$ cat config.mk
export PLATFORM = sky130hd
export DESIGN_NAME = xor_engine_arbiter
export DESIGN_NICKNAME = d
export VERILOG_FILES = /design/src/rtl/xor_engine_arbiter.sv
export SDC_FILE = /design/constraint.sdc
export NUM_CORES = 1
export LEC_CHECK = 0
export ABC_AREA = 1
export BUFFER_PORTS_ARGS = -buffer_cell sky130_fd_sc_hd__buf_2
export CAP_MARGIN = 20
export CELL_PAD_IN_SITES_DETAIL_PLACEMENT = 2
export CELL_PAD_IN_SITES_GLOBAL_PLACEMENT = 2
export CORE_MARGIN = 5
export CORE_UTILIZATION = 36
export DETAILED_ROUTE_END_ITERATION = 16
export GPL_ROUTABILITY_DRIVEN = 0
export MAX_ROUTING_LAYER = met4
export PLACE_DENSITY_LB_ADDON = 0.1
export SLEW_MARGIN = 10
export SYNTH_ARGS = -nofsm -noshare
export SYNTH_HDL_FRONTEND = slang
export SYNTH_SLANG_ARGS = --single-unit
$ cat constraint.sdc
create_clock -name clk -period 3.38 [get_ports clk]
set_input_delay 0.676 -clock clk [delete_from_list [all_inputs] [get_ports clk]]
set_output_delay 0.676 -clock clk [all_outputs]
set_load 0.01 [all_outputs]
$ cat src/rtl/xor_engine_arbiter.sv
`default_nettype none
// ============================================================================
//  Module   : xor_engine_arbiter
//  Summary  : Round-robin arbiter/sequencer sharing one xorEncr engine among
//             NUM_REQ requesters, with a watchdog that resets a hung engine.
//  Revision : 1.0
// ============================================================================
module xor_engine_arbiter #(
    parameter int NUM_REQ        = 4,
    parameter int TIMEOUT_CYCLES = 1024,
    parameter int CNT_WIDTH      = 16
) (
    input  logic               clk,
    input  logic               rst,
    input  logic [NUM_REQ-1:0] req,
    input  logic [NUM_REQ-1:0] req_rw,
    output logic [NUM_REQ-1:0] req_done,
    output logic [NUM_REQ-1:0] req_err,
    output logic [NUM_REQ-1:0] grant,
    output logic               busy,
    output logic               eng_start,
    output logic               eng_rw_flag,
    output logic               eng_rst,
    input  logic               eng_done,
    output logic [7:0]         err_count
);

    localparam int PTR_W = (NUM_REQ > 1) ? $clog2(NUM_REQ) : 1;
    localparam int IDX_W = PTR_W + 1;
    localparam logic                 c_WDOG_EN   = (TIMEOUT_CYCLES != 0);
    localparam logic [CNT_WIDTH-1:0] c_WDOG_LAST = CNT_WIDTH'(TIMEOUT_CYCLES - 1);
    localparam logic [PTR_W-1:0]     c_PTR_LAST  = PTR_W'(NUM_REQ - 1);

    typedef enum logic [2:0] {
        S_IDLE      = 3'd0,
        S_ISSUE     = 3'd1,
        S_WAIT_DONE = 3'd2,
        S_ABORT     = 3'd3,
        S_ACK       = 3'd4
    } state_t;

    state_t               r_state;
    logic [NUM_REQ-1:0]   r_grant;
    logic [PTR_W-1:0]     r_rr_ptr;
    logic [PTR_W-1:0]     r_sel;
    logic [CNT_WIDTH-1:0] r_wdog;
    logic [7:0]           r_err_count;
    logic [NUM_REQ-1:0]   r_req_done;
    logic [NUM_REQ-1:0]   r_req_err;
    logic                 r_rw_flag;

    logic                 w_found;
    logic [PTR_W-1:0]     w_sel;
    logic [IDX_W-1:0]     w_idx;
    logic [PTR_W-1:0]     w_next_ptr;

    // Search starts at rr_ptr and wraps, so the last owner is served last.
    always_comb begin
        w_found = 1'b0;
        w_sel   = '0;
        w_idx   = '0;
        for (int i = 0; i < NUM_REQ; i++) begin
            w_idx = {1'b0, r_rr_ptr} + IDX_W'(i);
            if (w_idx >= IDX_W'(NUM_REQ)) begin
                w_idx = w_idx - IDX_W'(NUM_REQ);
            end
            if (!w_found && req[w_idx[PTR_W-1:0]]) begin
                w_found = 1'b1;
                w_sel   = w_idx[PTR_W-1:0];
            end
        end
    end

    assign w_next_ptr = (r_sel == c_PTR_LAST) ? '0 : r_sel + PTR_W'(1);

    always_ff @(posedge clk or posedge rst) begin
        if (rst) begin
            r_state     <= S_IDLE;
            r_grant     <= '0;
            r_rr_ptr    <= '0;
            r_sel       <= '0;
            r_wdog      <= '0;
            r_err_count <= '0;
            r_req_done  <= '0;
            r_req_err   <= '0;
            r_rw_flag   <= 1'b0;
        end else begin
            case (r_state)
                S_IDLE: begin
                    if (w_found) begin
                        r_sel     <= w_sel;
                        r_grant   <= NUM_REQ'(1) << w_sel;
                        r_rw_flag <= req_rw[w_sel];
                        r_state   <= S_ISSUE;
                    end
                end
                S_ISSUE: begin
                    r_wdog  <= '0;
                    r_state <= S_WAIT_DONE;
                end
                S_WAIT_DONE: begin
                    // A done arriving on the timeout cycle still completes cleanly.
                    if (eng_done) begin
                        r_req_done <= r_grant;
                        r_req_err  <= '0;
                        r_state    <= S_ACK;
                    end else if (c_WDOG_EN && (r_wdog == c_WDOG_LAST)) begin
                        r_state <= S_ABORT;
                    end else begin
                        r_wdog <= r_wdog + CNT_WIDTH'(1);
                    end
                end
                S_ABORT: begin
                    if (r_err_count != 8'hFF) begin
                        r_err_count <= r_err_count + 8'd1;
                    end
                    r_req_done <= r_grant;
                    r_req_err  <= r_grant;
                    r_state    <= S_ACK;
                end
                S_ACK: begin
                    r_grant    <= '0;
                    r_rr_ptr   <= w_next_ptr;
                    r_req_done <= '0;
                    r_req_err  <= '0;
                    r_state    <= S_IDLE;
                end
                default: begin
                    r_state <= S_IDLE;
                end
            endcase
        end
    end

    assign grant       = r_grant;
    assign req_done    = r_req_done;
    assign req_err     = r_req_err;
    assign err_count   = r_err_count;
    assign eng_rw_flag = r_rw_flag;
    assign eng_start   = (r_state == S_ISSUE);
    assign eng_rst     = (r_state == S_ABORT);
    assign busy        = (r_state != S_IDLE);

endmodule
`default_nettype wire
==> results by group, run 1 <==
Outcome
  • Outcome: finished clean

Global routing
  • Global-route wire length before repair: 12700 um
  • Initial antenna violation count: 0
  • Via count of the first global-routing pass: 2668
  • Sum of overflow across all layers after global routing: 0
  • Maximum number of pins on one net before global-route repair: 28
  • Overall fraction of global-route tracks in use: 0.183

Clock tree
  • Maximum count of clock buffers along a single path: 2
  • Total of hold buffers inserted after clock tree synthesis: 0
  • Post-CTS setup buffer count: 0
  • Clk_lat worst skew: 0.31 ns
  • Number of clock buffers inserted by TritonCTS: 5
  • Sinks on Clock Net: 44
  • CTS H-tree lvls: 2
  • Clock Pin Slew Worst Setup and Hold Paths: 0.09 ns
  • Clock root buffer: clkbuf_8
  • CTS tree: built
  • Number of resized instances in the post-cts repair step: 0

Worst setup path
  • Most prevalent standard cell on the critical path: nand2_1
  • Arrival time at the worst endpoint: 2.34 ns
  • Crit-path max cell delay: 0.64 ns
  • Worst reg2reg path depth: 11
  • Critical-path cell with the highest stage delay: dfrtp_1
  • Critical path buffer and inverter count: 2
  • Type of origin of the critical path: flop
  • Logic depth of the worst path, buffers included: 11
  • Largest delay share family, worst path: simple AND/OR/NAND/NOR gates
  • Largest fanout on the critical path: 13
  • Crit. End Element: flop
  • Required @ worst endpoint: 3.58 ns
  • Cell-by-cell listing of the critical path: inv_2, nand2_1, nand3_1, nand2_1, inv_1, nand2_1, nor2_1, nor2_1, nand3_1, nand3_2, nand2_1
  • Critical path type: reg -> reg

Logic synthesis
  • Number of enable-type register cells in the synthesized netlist: 0
  • Flops & latches, synth: 44
  • Part of the Yosys area used for sequential elements: 0.423
  • Syn Nets: 343
  • Number of warning messages in the yosys log: 0
  • Distinct cells, synth: 31
  • Synth async-reset ratio: 1.00
  • Synthesized cell area: 2600 um^2
  • Most common flop cell mapped by yosys: dfrtp_1
  • Count of mapped cells out of synthesis: 329
  • Mean instance size in the synthesized netlist: 7.91 um^2

Power and ir drop
  • Total power consumption of the routed design: 2.39 mW
  • Static Leak: 1.47 nW
  • Switching power as a share of total power: 0.490
  • Switching Power: 1.17 mW
  • Power per standard cell area: 804 nW/um^2
  • Sequential share of power: 0.338
  • Worst IR drop on VDD: 0.323 mV
  • Comb pwr share: 0.518
  • Internal power of the cells: 1.22 mW
  • Clock share of power: 0.144

STA
  • Count of final max-slew check failures: 0
  • Number of setup violations in the final report: 0
  • Unrepaired setup endpoints after global routing: false
  • Hold Violations, Final: 0
  • Maximum clock rate: 468 MHz
  • Worst hold margin: 0.311 ns
  • Worst-case clock skew: 0.0137 ns
  • Worst slew pin tran: 0.635 ns
  • Post-layout min period: 2.14 ns
  • Final worst-path cycle share: 0.632
  • Worst slew margin relative to its limit: 0.574
  • TNS Setup: 0 ns

Routing
  • DRC marker count from the first detailed-route iteration: 39
  • Final ANT Viol Nets: 0
  • Via-to-Cell Ratio: 5.02
  • Vias: 2345
  • Router iterations before antenna repair: 4
  • DRC violations left: 0
  • Per-cell routed wire length: 15.6 um
  • Post-Route WL: 7290 um

Floorplanning
  • Placeable core region: 7140 um^2
  • Number of top-level design ports: 35
  • # rows: 31
  • Vertical extent of the die: 95.0 um
  • Starting utilization of the core area: 0.364
  • Width of the die: 95.0 um
  • Die outline area: 9030 um^2

Layout
  • Number of nets in the finished design: 381
  • Antenna diode instance count: 0
  • Cell area after layout: 2980 um^2
  • Growth of design area from synthesis to finish: 14.4%
  • Count of filler cells inserted in the layout: 869
  • Most frequent cells in the layout: nand2_1 (83), dfrtp_1 (44), nand3_1 (37), inv_1 (34), buf_2 (34)
  • Most common library cell in the layout ignoring fill and taps: nand2_1
  • Sequential cell area: 1100 um^2
  • Fraction of final layout cells with drive strength greater than 1: 0.223
  • Area of the multi-input gates: 1290 um^2

Placed design
  • Dpl hpwl: 5550 um
  • Placed Area: 2860 um^2
  • Number of input and output port buffers inserted: 34

Job
  • Max-capacitance violation count: 0

Worst hold path
  • Hold Crit Class: in -> async
[layer usage]
| metal | global-route usage | wire (um) | up-vias |
|---|---|---|---|
| met1 | 0.235 | 3400 | 1159 |
| met4 | 0.0385 | 53 | 0 |
| li1 | - | - | 1151 |
| met2 | 0.301 | 3660 | 29 |
| met5 | - | 0 | - |
| met3 | 0.0335 | 180 | 6 |
[path summary, 6_finish.rpt]
check / slack, ns / to / start
worst max-delay path: 1.24 / eng_rw_flag / r_rr_ptr[0]
worst min-delay path: 0.31 / req_err[0] / rst
worst max register to register: 1.24 / eng_rw_flag / r_rr_ptr[0]
worst min register to register: 0.51 / r_sel[1] / r_sel[1]
max in group asynchronous: 2.49 / r_wdog[1] / rst
min in group clk: 0.51 / r_sel[1] / r_sel[1]
[stage by stage]
stage                     utilization  setup WS, ns  instances
after detailed placement        0.401          1.20        458
final                           0.417          1.24        467
after global routing            0.417         0.945        467
after global placement          0.401          1.25        458
after CTS                       0.413          1.18        466
after floorplan                     -          1.67        329
[kinds of logic (layout without fill, tap and decap cells)]
logic type      Yosys count  count (layout)  share of synthesized area
compound gates           37              37                     0.0943
buf+inv                  49              88                     0.0798
fa+ha+maj                 3               3                     0.0144
flops                    44              44                      0.423
simple gates            184             184                      0.348
xor+xnor                 12              12                     0.0404
[Yosys cell counts, drive strengths merged (2+ instances only)]
cell type / number / area [um^2]
a211oi: 2 / 15.0
a21oi: 5 / 25.0
buf: 5 / 42.5
dfrtp: 44 / 1100
ha: 3 / 37.5
inv: 44 / 165
nand2: 96 / 408
nand3: 41 / 225
nand3b: 4 / 42.5
nand4: 8 / 50.1
nor2: 27 / 134
nor3: 4 / 20.0
nor4: 3 / 18.8
o21ai: 21 / 105
o22ai: 4 / 37.5
o31ai: 3 / 22.5
xor2: 12 / 105
[power groups by stage]
| stage | Sequential, mW | Combinational [mW] | Clock, mW |
|---|---|---|---|
| after floorplan | 0.819 | 0.909 | 0 |
| after CTS | 0.808 | 1.26 | 0.361 |
| after global placement | 0.812 | 1.20 | 0 |
| final | 0.809 | 1.24 | 0.345 |
| after detailed placement | 0.816 | 1.25 | 0 |
| after global routing | 0.833 | 1.41 | 0.383 |
[final cells by class]
type | count | area share
timing repair buffer | 36 | 0.0689
sequential | 44 | 0.370
inverter | 44 | 0.0555
tap | 99 | 0.0416
clock inverter | 2 | 0.00546
clock buffer | 6 | 0.0244
multi-input combinational | 236 | 0.434
[worst reg2reg max path: cells and delay by family (launching register included)]
kind | cells | cell delay (ns)
buffers and inverters | 2 | 0.30
flip-flops | 1 | 0.64
AND/OR/NAND/NOR | 9 | 1.10
[state kept, by name, summed over array words and instances, names as in the netlist]
| signal | count |
|---|---|
| err_count | 8 |
| req_done | 4 |
| eng_rw_flag | 1 |
| grant | 4 |
| r_state | 3 |
| req_err | 4 |
| r_rr_ptr | 2 |
| r_sel | 2 |
| r_wdog | 16 |
(Power assumes the default switching activity.)
==> run 2, diff against run 1 <==
- CORE_UTILIZATION: 36 -> 34
- clock period: 3.38 -> 2 ns (I/O delays scaled with it)
==> results by group, run 2 (synthesis gave the netlist of run 1 again) <==
Outcome
  • Outcome: finished clean

STA
  • TNS Setup: 0 ns (unchanged)
  • Maximum clock rate: 546 MHz (+17%)
  • Count of final max-slew check failures: 0 (unchanged)
  • Final worst-path cycle share: 0.915 (+0.283)
  • Post-layout min period: 1.83 ns (-0.308 ns)
  • Number of setup violations in the final report: 0 (unchanged)
  • Unrepaired setup endpoints after global routing: false
  • Worst slew margin relative to its limit: 0.674 (+0.101)
  • Worst slew pin tran: 0.484 ns (-0.151 ns)
  • Hold Violations, Final: 0 (unchanged)
  • Worst-case clock skew: 0.00765 ns (-0.00600 ns)

Power and ir drop
  • Static Leak: 1.52 nW (+3.9%)
  • Worst IR drop on VDD: 0.524 mV (+62%)
  • Power per standard cell area: 1410 nW/um^2 (+75%)

Floorplanning
  • Vertical extent of the die: 97.5 um (+2.6%)
  • Starting utilization of the core area: 0.353 (-0.0115)
  • Number of top-level design ports: 35 (unchanged)
  • # rows: 31 (unchanged)
  • Placeable core region: 7370 um^2 (+3.3%)
  • Width of the die: 97.5 um (+2.6%)
  • Die outline area: 9500 um^2 (+5.3%)

Layout
  • Most frequent cells in the layout: nand2_1 (83), dfrtp_1 (43), nand3_1 (37), inv_1 (34), buf_2 (34)
  • Antenna diode instance count: 0 (unchanged)
  • Register with the most flip-flops: r_wdog
  • Count of filler cells inserted in the layout: 884 (+1.7%)
  • Area of the multi-input gates: 1300 um^2 (+0.39%)
  • Fraction of final layout cells with drive strength greater than 1: 0.252 (+0.0292)
  • Most common library cell in the layout ignoring fill and taps: nand2_1
  • Sequential cell area: 1100 um^2 (+0.11%)
  • Final standard cell utilization of the core: 0.416 (-0.00146)
  • Max reg flops: 16 (unchanged)
  • Growth of design area from synthesis to finish: 17.7%
  • Number of nets in the finished design: 390 (+2.4%)

Global routing
  • Overall fraction of global-route tracks in use: 0.166 (-0.0165)
  • Via count of the first global-routing pass: 2690 (+0.82%)
  • Maximum number of pins on one net before global-route repair: 27 (-3.6%)
  • Initial antenna violation count: 0 (unchanged)
  • Sum of overflow across all layers after global routing: 0 (unchanged)
  • Global-route wire length before repair: 12800 um (+0.49%)

Clock tree
  • Number of clock buffers inserted by TritonCTS: 5 (unchanged)
  • Total of hold buffers inserted after clock tree synthesis: 0 (unchanged)
  • CTS H-tree lvls: 2 (unchanged)
  • Maximum count of clock buffers along a single path: 2 (unchanged)
  • Clock root buffer: clkbuf_8
  • Post-CTS setup buffer count: 0 (unchanged)
  • Sinks on Clock Net: 44 (unchanged)
  • Clock Pin Slew Worst Setup and Hold Paths: 0.09 ns (about the same)
  • CTS tree: built
  • Clk_lat worst skew: 0.30 ns (about the same)

Worst setup path
  • Source of the worst register-to-register timing path: r_rr_ptr[0]
  • R2r setup slk: 0.17 ns (-1.07 ns)
  • Cell-by-cell listing of the critical path: inv_2, nand2_1, nand3_1, nand2_1, inv_1, nand2_1, nor2_1, nor2_2, inv_2, nand3_2, nand3_2, nand2_1
  • Critical-path cell with the highest stage delay: dfrtp_2
  • Most prevalent standard cell on the critical path: nand2_1
  • Critical path type: reg -> reg
  • Largest fanout on the critical path: 10 (-3)
  • Crit Reg-Reg Endpoint: eng_rw_flag
  • Type of origin of the critical path: flop
  • Crit-path max cell delay: 0.48 ns (-0.16 ns)
  • Worst reg2reg path depth: 12 (+1)
  • Required @ worst endpoint: 2.19 ns (-1.39 ns)
  • Worst setup path start: r_rr_ptr[0]
  • Arrival time at the worst endpoint: 2.02 ns (-0.32 ns)
  • Crit. End Element: flop

Routing
  • Vias: 2384 (+1.7%)
  • Via-to-Cell Ratio: 5.01 (-0.26%)
  • DRC marker count from the first detailed-route iteration: 17 (-56%)
  • Final ANT Viol Nets: 0 (unchanged)
  • Router iterations before antenna repair: 4 (unchanged)
  • Post-Route WL: 7370 um (+1.2%)
  • Per-cell routed wire length: 15.5 um (-0.73%)
  • DRC violations left: 0 (unchanged)

Placed design
  • Dpl hpwl: 5840 um (+5.3%)
  • Number of input and output port buffers inserted: 34 (unchanged)

Job
  • Max-capacitance violation count: 0 (unchanged)

Worst hold path
  • Hold Crit Class: in -> async
## run 2: changes by cell type in the layout (fill, tap and decap cells not counted), sizes merged
| cell | change |
|---|---|
| clkinvlp | -1 |
| buf | +9 |
| bufinv | +1 |
## run 2: worst max-delay path: cells and delay by family (launching register included)
kind          cells  cell delay, ns
buf+inv           3            0.40
simple gates      9            0.82
flops             1            0.48
## run 2: report_power, final
group | switching [mW] | internal [mW] | total (mW)
logic | 1.44 | 0.777 | 2.21
clock network | 0.330 | 0.409 | 0.739
registers | 0.226 | 1.13 | 1.36
## run 2: final cells by class
| cell class | instances | area share |
|---|---|---|
| inverter | 44 | 0.0539 |
| tap | 99 | 0.0404 |
| multi-input combinational | 236 | 0.424 |
| clock buffer | 6 | 0.0270 |
| timing repair buffer | 45 | 0.0825 |
| clock inverter | 2 | 0.0127 |
| sequential | 44 | 0.360 |
## run 2: through the flow
stage / setup WS, ns / area, um^2 / std cells / hold slack, ns / power, mW
final: 0.170 / 3060 / 476 / 0.111 / 4.31
after floorplan: 0.439 / 2600 / 329 / 0.453 / 2.92
after detailed placement: 0.00471 / 2940 / 468 / 0.453 / 3.61
after global routing: 0.0147 / 3060 / 476 / 0.124 / 4.71
after CTS: 0.00579 / 3060 / 476 / 0.109 / 4.39
after global placement: 0.0570 / 2940 / 468 / 0.442 / 3.51
## run 2: worst max-delay path by stage
stage / depth (start not counted) / slack, ns / endpoint
2_1_floorplan: 8 / 0.44 / err_count[5]
3_3_place_gp: 11 / 0.06 / eng_rw_flag
3_5_place_dp: 11 / 0.005 / eng_rw_flag
4_1_cts: 11 / 0.006 / eng_rw_flag
5_1_grt: 12 / 0.01 / eng_rw_flag
6_report: 12 / 0.17 / eng_rw_flag
## run 2: repair_timing
action | CTS | global route
endpoints found under the setup margin | 0 | 7
hold endpoints to repair | 0 | 0
resized for setup | 0 | 3
## run 2: per-layer routing
metal	GRT usage	vias to the layer above	share of wire
li1	-	1163	-
met1	0.204	1184	0.46
met2	0.283	30	0.50
met3	0.0366	7	0.029
met4	0.0319	0	0.0079
met5	-	-	0
==> run 3, diff against run 2 <==
- RECOVER_POWER: unset -> 25
==> results by group, run 3 (synthesis gave the netlist of run 1 again) <==
Global routing
  • Via count of the first global-routing pass: 2690 (unchanged)
  • Initial antenna violation count: 0 (unchanged)
  • Overall fraction of global-route tracks in use: 0.166 (unchanged)
  • Met1 demand-to-capacity share in global routing: 0.204 (unchanged)
  • Maximum number of pins on one net before global-route repair: 27 (unchanged)
  • Top Usage Layer GRT: met2
  • Sum of overflow across all layers after global routing: 0 (unchanged)
  • Met3 Resource Use GR: 0.0366 (unchanged)
  • Global-route met2 utilization: 0.283 (unchanged)
  • Global-route wire length before repair: 12800 um (unchanged)

Worst setup path
  • Critical path type: reg -> reg
  • Required @ worst endpoint: 2.19 ns (about the same)
  • Crit-path max cell delay: 0.48 ns (about the same)
  • Type of origin of the critical path: flop
  • Crit. End Element: flop
  • Source of the worst register-to-register timing path: r_rr_ptr[0]
  • Worst reg2reg path depth: 12 (unchanged)
  • Arrival time at the worst endpoint: 2.02 ns (about the same)
  • Critical-path cell with the highest stage delay: dfrtp_2
  • Worst setup path start: r_rr_ptr[0]
  • R2r setup slk: 0.17 ns (about the same)
  • Largest fanout on the critical path: 10 (unchanged)
  • Cell-by-cell listing of the critical path: inv_2, nand2_1, nand3_1, nand2_1, inv_1, nand2_1, nor2_1, nor2_2, inv_2, nand3_2, nand3_2, nand2_1
  • Most prevalent standard cell on the critical path: nand2_1
  • Crit Reg-Reg Endpoint: eng_rw_flag

Floorplanning
  • Placeable core region: 7370 um^2 (unchanged)
  • Starting utilization of the core area: 0.353 (unchanged)
  • Die outline area: 9500 um^2 (unchanged)
  • Width of the die: 97.5 um (unchanged)
  • Number of top-level design ports: 35 (unchanged)
  • # rows: 31 (unchanged)
  • Vertical extent of the die: 97.5 um (unchanged)

Clock tree
  • Maximum count of clock buffers along a single path: 2 (unchanged)
  • Post-CTS setup buffer count: 0 (unchanged)
  • CTS H-tree lvls: 2 (unchanged)
  • CTS tree: built
  • Clock Pin Slew Worst Setup and Hold Paths: 0.09 ns (about the same)
  • Clock root buffer: clkbuf_8
  • Sinks on Clock Net: 44 (unchanged)
  • Number of clock buffers inserted by TritonCTS: 5 (unchanged)
  • Clk_lat worst skew: 0.30 ns (about the same)
  • Total of hold buffers inserted after clock tree synthesis: 0 (unchanged)

Power and ir drop
  • Static Leak: 1.52 nW (-0.48%)
  • Power per standard cell area: 1410 nW/um^2 (+0.20%)
  • Worst IR drop on VDD: 0.524 mV (about the same)

Job
  • Max-capacitance violation count: 0 (unchanged)

STA
  • TNS Setup: 0 ns (unchanged)
  • Worst slew pin tran: 1.44 ns (+0.959 ns)
  • Hold Violations, Final: 0 (unchanged)
  • Post-layout min period: 1.83 ns (+0.000173 ns)
  • Worst-case clock skew: 0.00737 ns (-0.000285 ns)
  • Maximum clock rate: 546 MHz (about the same)
  • Count of final max-slew check failures: 0 (unchanged)
  • Worst slew margin relative to its limit: 0.0377 (-0.637)
  • Unrepaired setup endpoints after global routing: false
  • Final worst-path cycle share: 0.915 (about the same)
  • Number of setup violations in the final report: 0 (unchanged)

Routing
  • Via-to-Cell Ratio: 5.01 (about the same)
  • Post-Route WL: 7370 um (about the same)
  • Per-cell routed wire length: 15.5 um (about the same)
  • Vias: 2386 (+0.084%)
  • DRC violations left: 0 (unchanged)
  • Final ANT Viol Nets: 0 (unchanged)
  • DRC marker count from the first detailed-route iteration: 17 (unchanged)
  • Router iterations before antenna repair: 4 (unchanged)

Layout
  • Register with the most flip-flops: r_wdog
  • Max reg flops: 16 (unchanged)
  • Most frequent cells in the layout: nand2_1 (83), dfrtp_1 (43), nand3_1 (37), inv_1 (34), buf_2 (34)
  • Number of nets in the finished design: 390 (unchanged)
  • Growth of design area from synthesis to finish: 17.5%
  • Most common library cell in the layout ignoring fill and taps: nand2_1
  • Number of cells in the finished layout apart from fillers: 476 (unchanged)
  • Final standard cell utilization of the core: 0.415 (-0.00102)
  • Fraction of final layout cells with drive strength greater than 1: 0.247 (-0.00531)
  • Antenna diode instance count: 0 (unchanged)

Placed design
  • Number of cells after detailed placement: 468 (unchanged)
  • Number of input and output port buffers inserted: 34 (unchanged)
  • Dpl hpwl: 5840 um (unchanged)

Outcome
  • Outcome: finished clean

Worst hold path
  • Hold Crit Class: in -> async
## run 3: worst max-delay path by stage
stage,to,slack (ns),cells after the start
finish,eng_rw_flag,0.17,12
global route,eng_rw_flag,0.01,12
global placement,eng_rw_flag,0.06,11
floorplan,err_count[5],0.44,8
detailed placement,eng_rw_flag,0.005,11
CTS,eng_rw_flag,0.006,11
## run 3: stage by stage
stage | setup WS, ns | total power, mW | area (um^2) | hold slack, ns
after floorplan | 0.439 | 2.92 | 2600 | 0.453
after global placement | 0.0570 | 3.51 | 2940 | 0.442
after detailed placement | 0.00471 | 3.61 | 2940 | 0.453
after CTS | 0.00579 | 4.39 | 3060 | 0.109
after global routing | 0.0147 | 4.70 | 3060 | 0.449
final | 0.170 | 4.31 | 3060 | 0.404
## run 3: repair_timing
item	4_1_cts	5_1_grt
setup endpoints to repair	0	7
resized for setup	0	3
endpoints found under the hold margin	0	0
## run 3: cell type report
type / count / area, um^2
multi-input cells: 236 / 1300
repair buffers: 45 / 245
flip-flops and latches: 44 / 1100
clock inverters: 2 / 38.8
well taps: 99 / 124
clock buffers: 6 / 82.6
fillers: 885 / 4310
inverters: 44 / 165
## run 3: power breakdown
part,internal [mW],switching (mW)
Sequential,1.13,0.226
Combinational,0.775,1.44
Clock,0.409,0.330
Total,2.32,1.99
## run 3: worst max-delay path: cells and delay by family, from the launching register on
kind,cells,cell delay [ns]
buffers and inverters,3,0.40
DFF,1,0.48
and+or+nand+nor,9,0.82
## run 3: routing by layer
metal / wire length (um) / share of wire
met2: 3690 / 0.50
met5: 0 / 0
met3: 217 / 0.029
met1: 3410 / 0.46
met4: 58 / 0.0079
